[src/rtl/vga_pkg.sv]
// Shared constants for the 640x480 @ 60 Hz raster: segment lengths, derived
// totals and sync windows, counter and index widths.
package vga_pkg;

    localparam int unsigned H_ACTIVE_640 = 640;
    localparam int unsigned H_FP_640     = 16;
    localparam int unsigned H_SYNC_640   = 96;
    localparam int unsigned H_BP_640     = 48;
    localparam int unsigned H_TOTAL_640  = H_ACTIVE_640 + H_FP_640 + H_SYNC_640 + H_BP_640;
    localparam int unsigned HSYNC_START_640 = H_ACTIVE_640 + H_FP_640;
    localparam int unsigned HSYNC_END_640   = HSYNC_START_640 + H_SYNC_640 - 1;

    localparam int unsigned V_ACTIVE_640 = 480;
    localparam int unsigned V_FP_640     = 10;
    localparam int unsigned V_SYNC_640   = 2;
    localparam int unsigned V_BP_640     = 33;
    localparam int unsigned V_TOTAL_640  = V_ACTIVE_640 + V_FP_640 + V_SYNC_640 + V_BP_640;
    localparam int unsigned VSYNC_START_640 = V_ACTIVE_640 + V_FP_640;
    localparam int unsigned VSYNC_END_640   = VSYNC_START_640 + V_SYNC_640 - 1;

    localparam int unsigned HCNT_W = 10;
    localparam int unsigned VCNT_W = 10;
    localparam int unsigned HIDX_W = 10;
    localparam int unsigned VIDX_W = 9;

    // Width of a counter spanning 0..n-1; a modulo-1 counter still needs one bit.
    function automatic int unsigned cnt_width(input int unsigned n);
        return (n > 1) ? $clog2(n) : 1;
    endfunction

endpackage

[src/rtl/counterN_en.sv]
// Modulo-N up-counter with synchronous clear, count enable and a wrap flag
// that is high in the cycle the counter steps from N-1 back to 0.
module counterN_en #(
    parameter int unsigned N = 2,
    parameter int unsigned W = 1
) (
    input  logic         clk,
    input  logic         i_rst_n,
    input  logic         i_clr,
    input  logic         i_en,
    output logic [W-1:0] o_cnt,
    output logic [W-1:0] o_cnt_nxt_c,
    output logic         o_wrap_c
);

    localparam logic [W-1:0] LAST = W'(N - 1);

    logic [W-1:0] cnt_q;
    logic [W-1:0] cnt_d;
    logic         wrap_c;

    always_comb begin
        cnt_d  = cnt_q;
        wrap_c = 1'b0;
        if (i_clr) begin
            cnt_d = '0;
        end else if (i_en) begin
            if (cnt_q == LAST) begin
                cnt_d  = '0;
                wrap_c = 1'b1;
            end else begin
                cnt_d = cnt_q + W'(1);
            end
        end
    end

    always_ff @(posedge clk or negedge i_rst_n) begin
        if (!i_rst_n) begin
            cnt_q <= '0;
        end else begin
            cnt_q <= cnt_d;
        end
    end

    assign o_cnt       = cnt_q;
    assign o_cnt_nxt_c = cnt_d;
    assign o_wrap_c    = wrap_c;

endmodule

[src/rtl/vga_timing_640_480.sv]
// Raster timing controller: pixel-rate enable, h/v counters, registered
// active-area indices, syncs, line strobe and divided frame strobe.
module vga_timing_640_480
    import vga_pkg::*;
#(
    parameter int unsigned PX_DIV    = 4,
    parameter int unsigned H_ACTIVE  = H_ACTIVE_640,
    parameter int unsigned H_FP      = H_FP_640,
    parameter int unsigned H_SYNC    = H_SYNC_640,
    parameter int unsigned H_BP      = H_BP_640,
    parameter int unsigned V_ACTIVE  = V_ACTIVE_640,
    parameter int unsigned V_FP      = V_FP_640,
    parameter int unsigned V_SYNC    = V_SYNC_640,
    parameter int unsigned V_BP      = V_BP_640,
    parameter int unsigned FRAME_DIV = 1
) (
    input  logic              clk,
    input  logic              i_rst_n,
    input  logic              i_en,
    output logic              o_px_clk,
    output logic [HIDX_W-1:0] o_hidx,
    output logic [VIDX_W-1:0] o_vidx,
    output logic              o_haddr_enb,
    output logic              o_vaddr_enb,
    output logic              o_hsync,
    output logic              o_vsync,
    output logic              o_line_en,
    output logic              o_frame_en
);

    localparam int unsigned H_TOTAL = H_ACTIVE + H_FP + H_SYNC + H_BP;
    localparam int unsigned V_TOTAL = V_ACTIVE + V_FP + V_SYNC + V_BP;
    localparam int unsigned DIV_W   = cnt_width(PX_DIV);
    localparam int unsigned F_W     = cnt_width(FRAME_DIV);

    localparam logic [DIV_W-1:0]  DIV_LAST   = DIV_W'(PX_DIV - 1);
    localparam logic [HCNT_W-1:0] H_ACT_C    = HCNT_W'(H_ACTIVE);
    localparam logic [HCNT_W-1:0] H_LAST     = HCNT_W'(H_TOTAL - 1);
    localparam logic [HCNT_W-1:0] HS_START   = HCNT_W'(H_ACTIVE + H_FP);
    localparam logic [HCNT_W-1:0] HS_END     = HCNT_W'(H_ACTIVE + H_FP + H_SYNC - 1);
    localparam logic [VCNT_W-1:0] V_ACT_C    = VCNT_W'(V_ACTIVE);
    localparam logic [VCNT_W-1:0] V_ACT_LAST = VCNT_W'(V_ACTIVE - 1);
    localparam logic [VCNT_W-1:0] VS_START   = VCNT_W'(V_ACTIVE + V_FP);
    localparam logic [VCNT_W-1:0] VS_END     = VCNT_W'(V_ACTIVE + V_FP + V_SYNC - 1);
    localparam logic [F_W-1:0]    F_LAST     = F_W'(FRAME_DIV - 1);

    logic              clr_c;
    logic              tick_c;
    logic              frame_tick_c;

    logic [DIV_W-1:0]  div_cnt;
    logic [DIV_W-1:0]  div_nxt;
    logic              div_wrap_c;
    logic [HCNT_W-1:0] h_cnt;
    logic [HCNT_W-1:0] h_nxt;
    logic              h_wrap_c;
    logic [VCNT_W-1:0] v_cnt;
    logic [VCNT_W-1:0] v_nxt;
    logic              v_wrap_c;

    logic [F_W-1:0]    f_q,     f_d;
    logic              px_q,    px_d;
    logic [HIDX_W-1:0] hidx_q,  hidx_d;
    logic [VIDX_W-1:0] vidx_q,  vidx_d;
    logic              haddr_q, haddr_d;
    logic              vaddr_q, vaddr_d;
    logic              hsync_q, hsync_d;
    logic              vsync_q, vsync_d;
    logic              line_q,  line_d;
    logic              frame_q, frame_d;

    // A tick is the cycle in which o_px_clk is already high and the divider wraps.
    assign clr_c        = !i_en;
    assign tick_c       = px_q && div_wrap_c;
    assign frame_tick_c = h_wrap_c && (v_cnt == V_ACT_LAST);

    counterN_en #(.N(PX_DIV), .W(DIV_W)) u_div_cnt (
        .clk         (clk),
        .i_rst_n     (i_rst_n),
        .i_clr       (clr_c),
        .i_en        (i_en),
        .o_cnt       (div_cnt),
        .o_cnt_nxt_c (div_nxt),
        .o_wrap_c    (div_wrap_c)
    );

    counterN_en #(.N(H_TOTAL), .W(HCNT_W)) u_h_cnt (
        .clk         (clk),
        .i_rst_n     (i_rst_n),
        .i_clr       (clr_c),
        .i_en        (tick_c),
        .o_cnt       (h_cnt),
        .o_cnt_nxt_c (h_nxt),
        .o_wrap_c    (h_wrap_c)
    );

    counterN_en #(.N(V_TOTAL), .W(VCNT_W)) u_v_cnt (
        .clk         (clk),
        .i_rst_n     (i_rst_n),
        .i_clr       (clr_c),
        .i_en        (h_wrap_c),
        .o_cnt       (v_cnt),
        .o_cnt_nxt_c (v_nxt),
        .o_wrap_c    (v_wrap_c)
    );

    logic unused_c;
    assign unused_c = ^{div_cnt, h_cnt, v_wrap_c};

    // Outputs decode the next-state position so they move with the counters.
    always_comb begin
        f_d = f_q;
        if (!i_en) begin
            f_d = '0;
        end else if (frame_tick_c) begin
            f_d = (f_q == F_LAST) ? '0 : f_q + F_W'(1);
        end

        px_d    = i_en && (div_nxt == DIV_LAST);
        haddr_d = i_en && (h_nxt < H_ACT_C);
        vaddr_d = i_en && (v_nxt < V_ACT_C);
        hidx_d  = haddr_d ? HIDX_W'(h_nxt) : '0;
        vidx_d  = vaddr_d ? VIDX_W'(v_nxt) : '0;
        hsync_d = !(i_en && (h_nxt >= HS_START) && (h_nxt <= HS_END));
        vsync_d = !(i_en && (v_nxt >= VS_START) && (v_nxt <= VS_END));
        line_d  = px_d && (h_nxt == H_LAST);
        frame_d = line_d && (v_nxt == V_ACT_LAST) && (f_d == F_LAST);
    end

    always_ff @(posedge clk or negedge i_rst_n) begin
        if (!i_rst_n) begin
            f_q     <= '0;
            px_q    <= 1'b0;
            hidx_q  <= '0;
            vidx_q  <= '0;
            haddr_q <= 1'b0;
            vaddr_q <= 1'b0;
            hsync_q <= 1'b1;
            vsync_q <= 1'b1;
            line_q  <= 1'b0;
            frame_q <= 1'b0;
        end else begin
            f_q     <= f_d;
            px_q    <= px_d;
            hidx_q  <= hidx_d;
            vidx_q  <= vidx_d;
            haddr_q <= haddr_d;
            vaddr_q <= vaddr_d;
            hsync_q <= hsync_d;
            vsync_q <= vsync_d;
            line_q  <= line_d;
            frame_q <= frame_d;
        end
    end

    assign o_px_clk    = px_q;
    assign o_hidx      = hidx_q;
    assign o_vidx      = vidx_q;
    assign o_haddr_enb = haddr_q;
    assign o_vaddr_enb = vaddr_q;
    assign o_hsync     = hsync_q;
    assign o_vsync     = vsync_q;
    assign o_line_en   = line_q;
    assign o_frame_en  = frame_q;

endmodule

[config.mk]
export PLATFORM = sky130hd
export DESIGN_NAME = vga_timing_640_480
export DESIGN_NICKNAME = d
export VERILOG_FILES = /design/src/rtl/vga_pkg.sv /design/src/rtl/counterN_en.sv /design/src/rtl/vga_timing_640_480.sv
export SDC_FILE = /design/constraint.sdc
export NUM_CORES = 1
export LEC_CHECK = 0
export ABC_AREA = 0
export CORE_MARGIN = 8
export CORE_UTILIZATION = 44
export CTS_CLUSTER_SIZE = 12
export DETAILED_ROUTE_END_ITERATION = 8
export PLACE_DENSITY = 0.71
export SYNTH_ARGS = -nofsm -noshare
export SYNTH_HDL_FRONTEND = slang
export SYNTH_HIERARCHICAL = 1
export SYNTH_SLANG_ARGS = --single-unit
[constraint.sdc]
create_clock -name clk -period 5.13 [get_ports clk]
set_clock_uncertainty 0.1 [all_clocks]
set_input_delay 0.513 -clock clk [delete_from_list [all_inputs] [get_ports clk]]
set_output_delay 0.513 -clock clk [all_outputs]
set_load 0.05 [all_outputs]
==> metrics.md <==
| Metric | Value |
|---|---|
| Core area | `between 4000 and 5000 um^2` |
| Drt initial violations | `100` |
| Starting Density | `46.07%` |
| Max Cap Viol | `0` |
| Largest net degree at the start of global routing | `50` |
| Row count | `25` |
| Leak | `between 1 and 1.5 nW` |
| H-tree levels | `2` |
| CP required | `5.26 ns` |
| CTS Sinks | `49` |
| Total Nets Final | `233` |
| Initial antenna violation count | `0` |
| Setup bufs post-CTS | `0` |
| Worst R2R Start | `u_div_cnt/o_cnt[0]$_DFF_PN0_` |
| Post-route ant nets | `0` |
| Clock transition at the registers of the reported paths | `roughly 0.080 ns` |
| Die X | `86.79 um` |
| Hold Vio Cnt, Final | `0` |
| Status | `completed` |
| Crit-path max FO | `19` |
| Critical R2R Capture | `o_vidx[8]$_DFF_PN0_` |
| Placed instance area | `2555 um^2` |
| Crit path arrival time | `4.21 ns` |
| Gpl congestion | `0.8370` |
| Period minus WS final | `slightly above 4 ns` |
| Share of cells above drive strength 1 | `10.57%` |
| Setup TNS | `0 ns` |
| Worst hold path type | `in2async` |
| Critical path class | `in2reg` |
| Routing usage on met1 | `17.19%` |
| Root buffer cell | `clkbuf_8` |
| DRT Wirelength | `4.489 mm` |
| Pwr Total | `699.0 uW` |
| Syn Nets | `201` |
| Sw Pwr | `143.4 uW` |
| DRT Pass-1 Iters | `4` |
| Internal power | `between 500 and 600 uW` |
| Routed WL per cell | `approximately 15 um` |
| Via density | `5.347` |
| Skew-Pair Late Insertion Delay | `0.29 ns` |
| Number of setup violations in the final report | `0` |
| Tcrit/Tclk final | `79.51%` |
| Achievable Freq | `245.2 MHz` |
| Crit-path cells | `clkdlybuf4s50_1, inv_1, and3b_1, and2_1, nand2_1, nor4_1, buf_4, and4_1, nand4_1, nand2b_1, nor2_1, and3_2, a211oi_2, and2_1` |
| Port bufs | `28` |
| CTS buffer count | `5` |
| CTS tree | `yes` |
| Mapped Avg Cell Area | `11.36 um^2` |
| Ant. Diodes | `0` |
| Power share of the sequential group | `55.9%` |
| PD cells | `around 260 nW/um^2` |
| I/O Pins | `29` |
| # hold bufs at CTS | `0` |
| Slew Limit Fails | `0` |
| GRT busiest layer | `met2` |
| Area growth syn-to-layout | `21.17%` |
| Cells after Synth | `194` |
| Met3 Use GR | `3.497%` |
| Gate power share | `4.2%` |
| Cell area after synthesis | `2205 um^2` |
| Most frequent CP cell | `and2_1` |
| HPWL Detailed | `3.163 mm` |
| First-pass GRT wire length | `7.617 mm` |
| Reg2Reg Depth | `13` |
| RSZ-0062 raised after global routing | `no` |
| DRC viols | `0` |
| Worst stage delay on the critical path | `0.82 ns` |
| Actual slew at the worst max-slew pin | `1.044 ns` |
| Crit end category | `flop` |
| Vias in the first global route | `about 1600` |
| Vias | `1572` |
| Maximum clock insertion buffer count | `2` |
| R2R setup slack | `1.71 ns` |
| Total GRT Usage | `12.91%` |
| Switching fraction of total power | `20.51%` |
| Max IR drop VDD | `around 0.18 mV` |
| Post-CTS resize count | `0` |
| Layout Cell Area excl Fill | `2671 um^2` |
| Die ar. | `7532 um^2` |
| WP buf/inv | `3` |
| Max_slew headroom | `30.38%` |
| Startpoint Class | `primary input` |
| Yosys warning count | `6` |
| Top delay family on crit path | `simple AND/OR/NAND/NOR gates` |
| Critical path's slowest cell | `clkdlybuf4s50_1` |
| Remaining Overflow, GRT | `0` |
| Met2 Resource Use GR | `19.50%` |
| Height of the die | `around 87 um` |
| Clock power frac | `39.8%` |
[stage by stage]
stage | utilization [%] | hold WS [ns] | std cells | setup WS (ns)
floorplan | - | 0.1174 | 194 | 1.758
global placement | 53.39 | 0.4378 | 286 | 0.8449
detailed placement | 53.39 | 0.4504 | 286 | 0.8066
CTS | 55.82 | 0.3314 | 294 | 1.092
global route | 55.82 | 0.3932 | 294 | 0.7253
finish | 55.82 | 0.3053 | 294 | 1.051
[area by class of cell]
| cell class | count | area (um^2) |
|---|---|---|
| clock buffer | 7 | 86.33 |
| clock inverter | 1 | 30.03 |
| fill | 421 | 2115 |
| inverter | 9 | 33.78 |
| multi-input combinational | 131 | 918.4 |
| sequential | 49 | 1229 |
| tap | 67 | 83.83 |
| timing repair buffer | 30 | 290.3 |
[flip-flops by register name, indices dropped and copies added (netlist names), 2 cells and up]
register	count
u_div_cnt/o_cnt	2
u_h_cnt/o_cnt	10
o_hidx	10
u_v_cnt/o_cnt	10
o_vidx	9
[layout by cell type (no fill, tap or decap), types with 4 or more instances in the layout]
cell type,n
dfrtp_1,47
clkdlybuf4s50_1,27
nor2_1,18
nand2_1,12
and2_1,10
and3_1,10
inv_1,9
nand4_1,8
xor2_1,7
clkbuf_8,6
a21oi_1,6
nand3_1,5
xnor2_1,5
or4_1,4
ha_1,4
[per-layer routing]
layer | share of wire [%] | routed length, um | up-vias
li1 | - | - | 759
met1 | 49 | 2217 | 755
met2 | 43 | 1935 | 51
met3 | 5.8 | 259 | 7
met4 | 1.7 | 76 | 0
met5 | 0 | 0 | -
[power groups by stage]
stage | Combinational, mW | Sequential [mW] | Clock, mW
2_1_floorplan | 0.0103 | 0.403 | 0
3_3_place_gp | 0.0297 | 0.399 | 0
3_5_place_dp | 0.0302 | 0.399 | 0
4_1_cts | 0.0302 | 0.391 | 0.285
5_1_grt | 0.0335 | 0.392 | 0.304
6_report | 0.0297 | 0.391 | 0.278
[worst max path at each step]
stage	start	to	slack, ns	cells after the start
2_1_floorplan	i_en	o_vsync$_DFF_PN1_	1.76	12
3_3_place_gp	i_en	o_vidx[0]$_DFF_PN0_	0.84	14
3_5_place_dp	i_en	o_vidx[6]$_DFF_PN0_	0.81	14
4_1_cts	i_en	o_vidx[6]$_DFF_PN0_	1.09	14
5_1_grt	i_en	o_vidx[6]$_DFF_PN0_	0.73	14
6_report	i_en	o_vidx[8]$_DFF_PN0_	1.05	14
No activity file was read; power rests on OpenSTA's default activity.
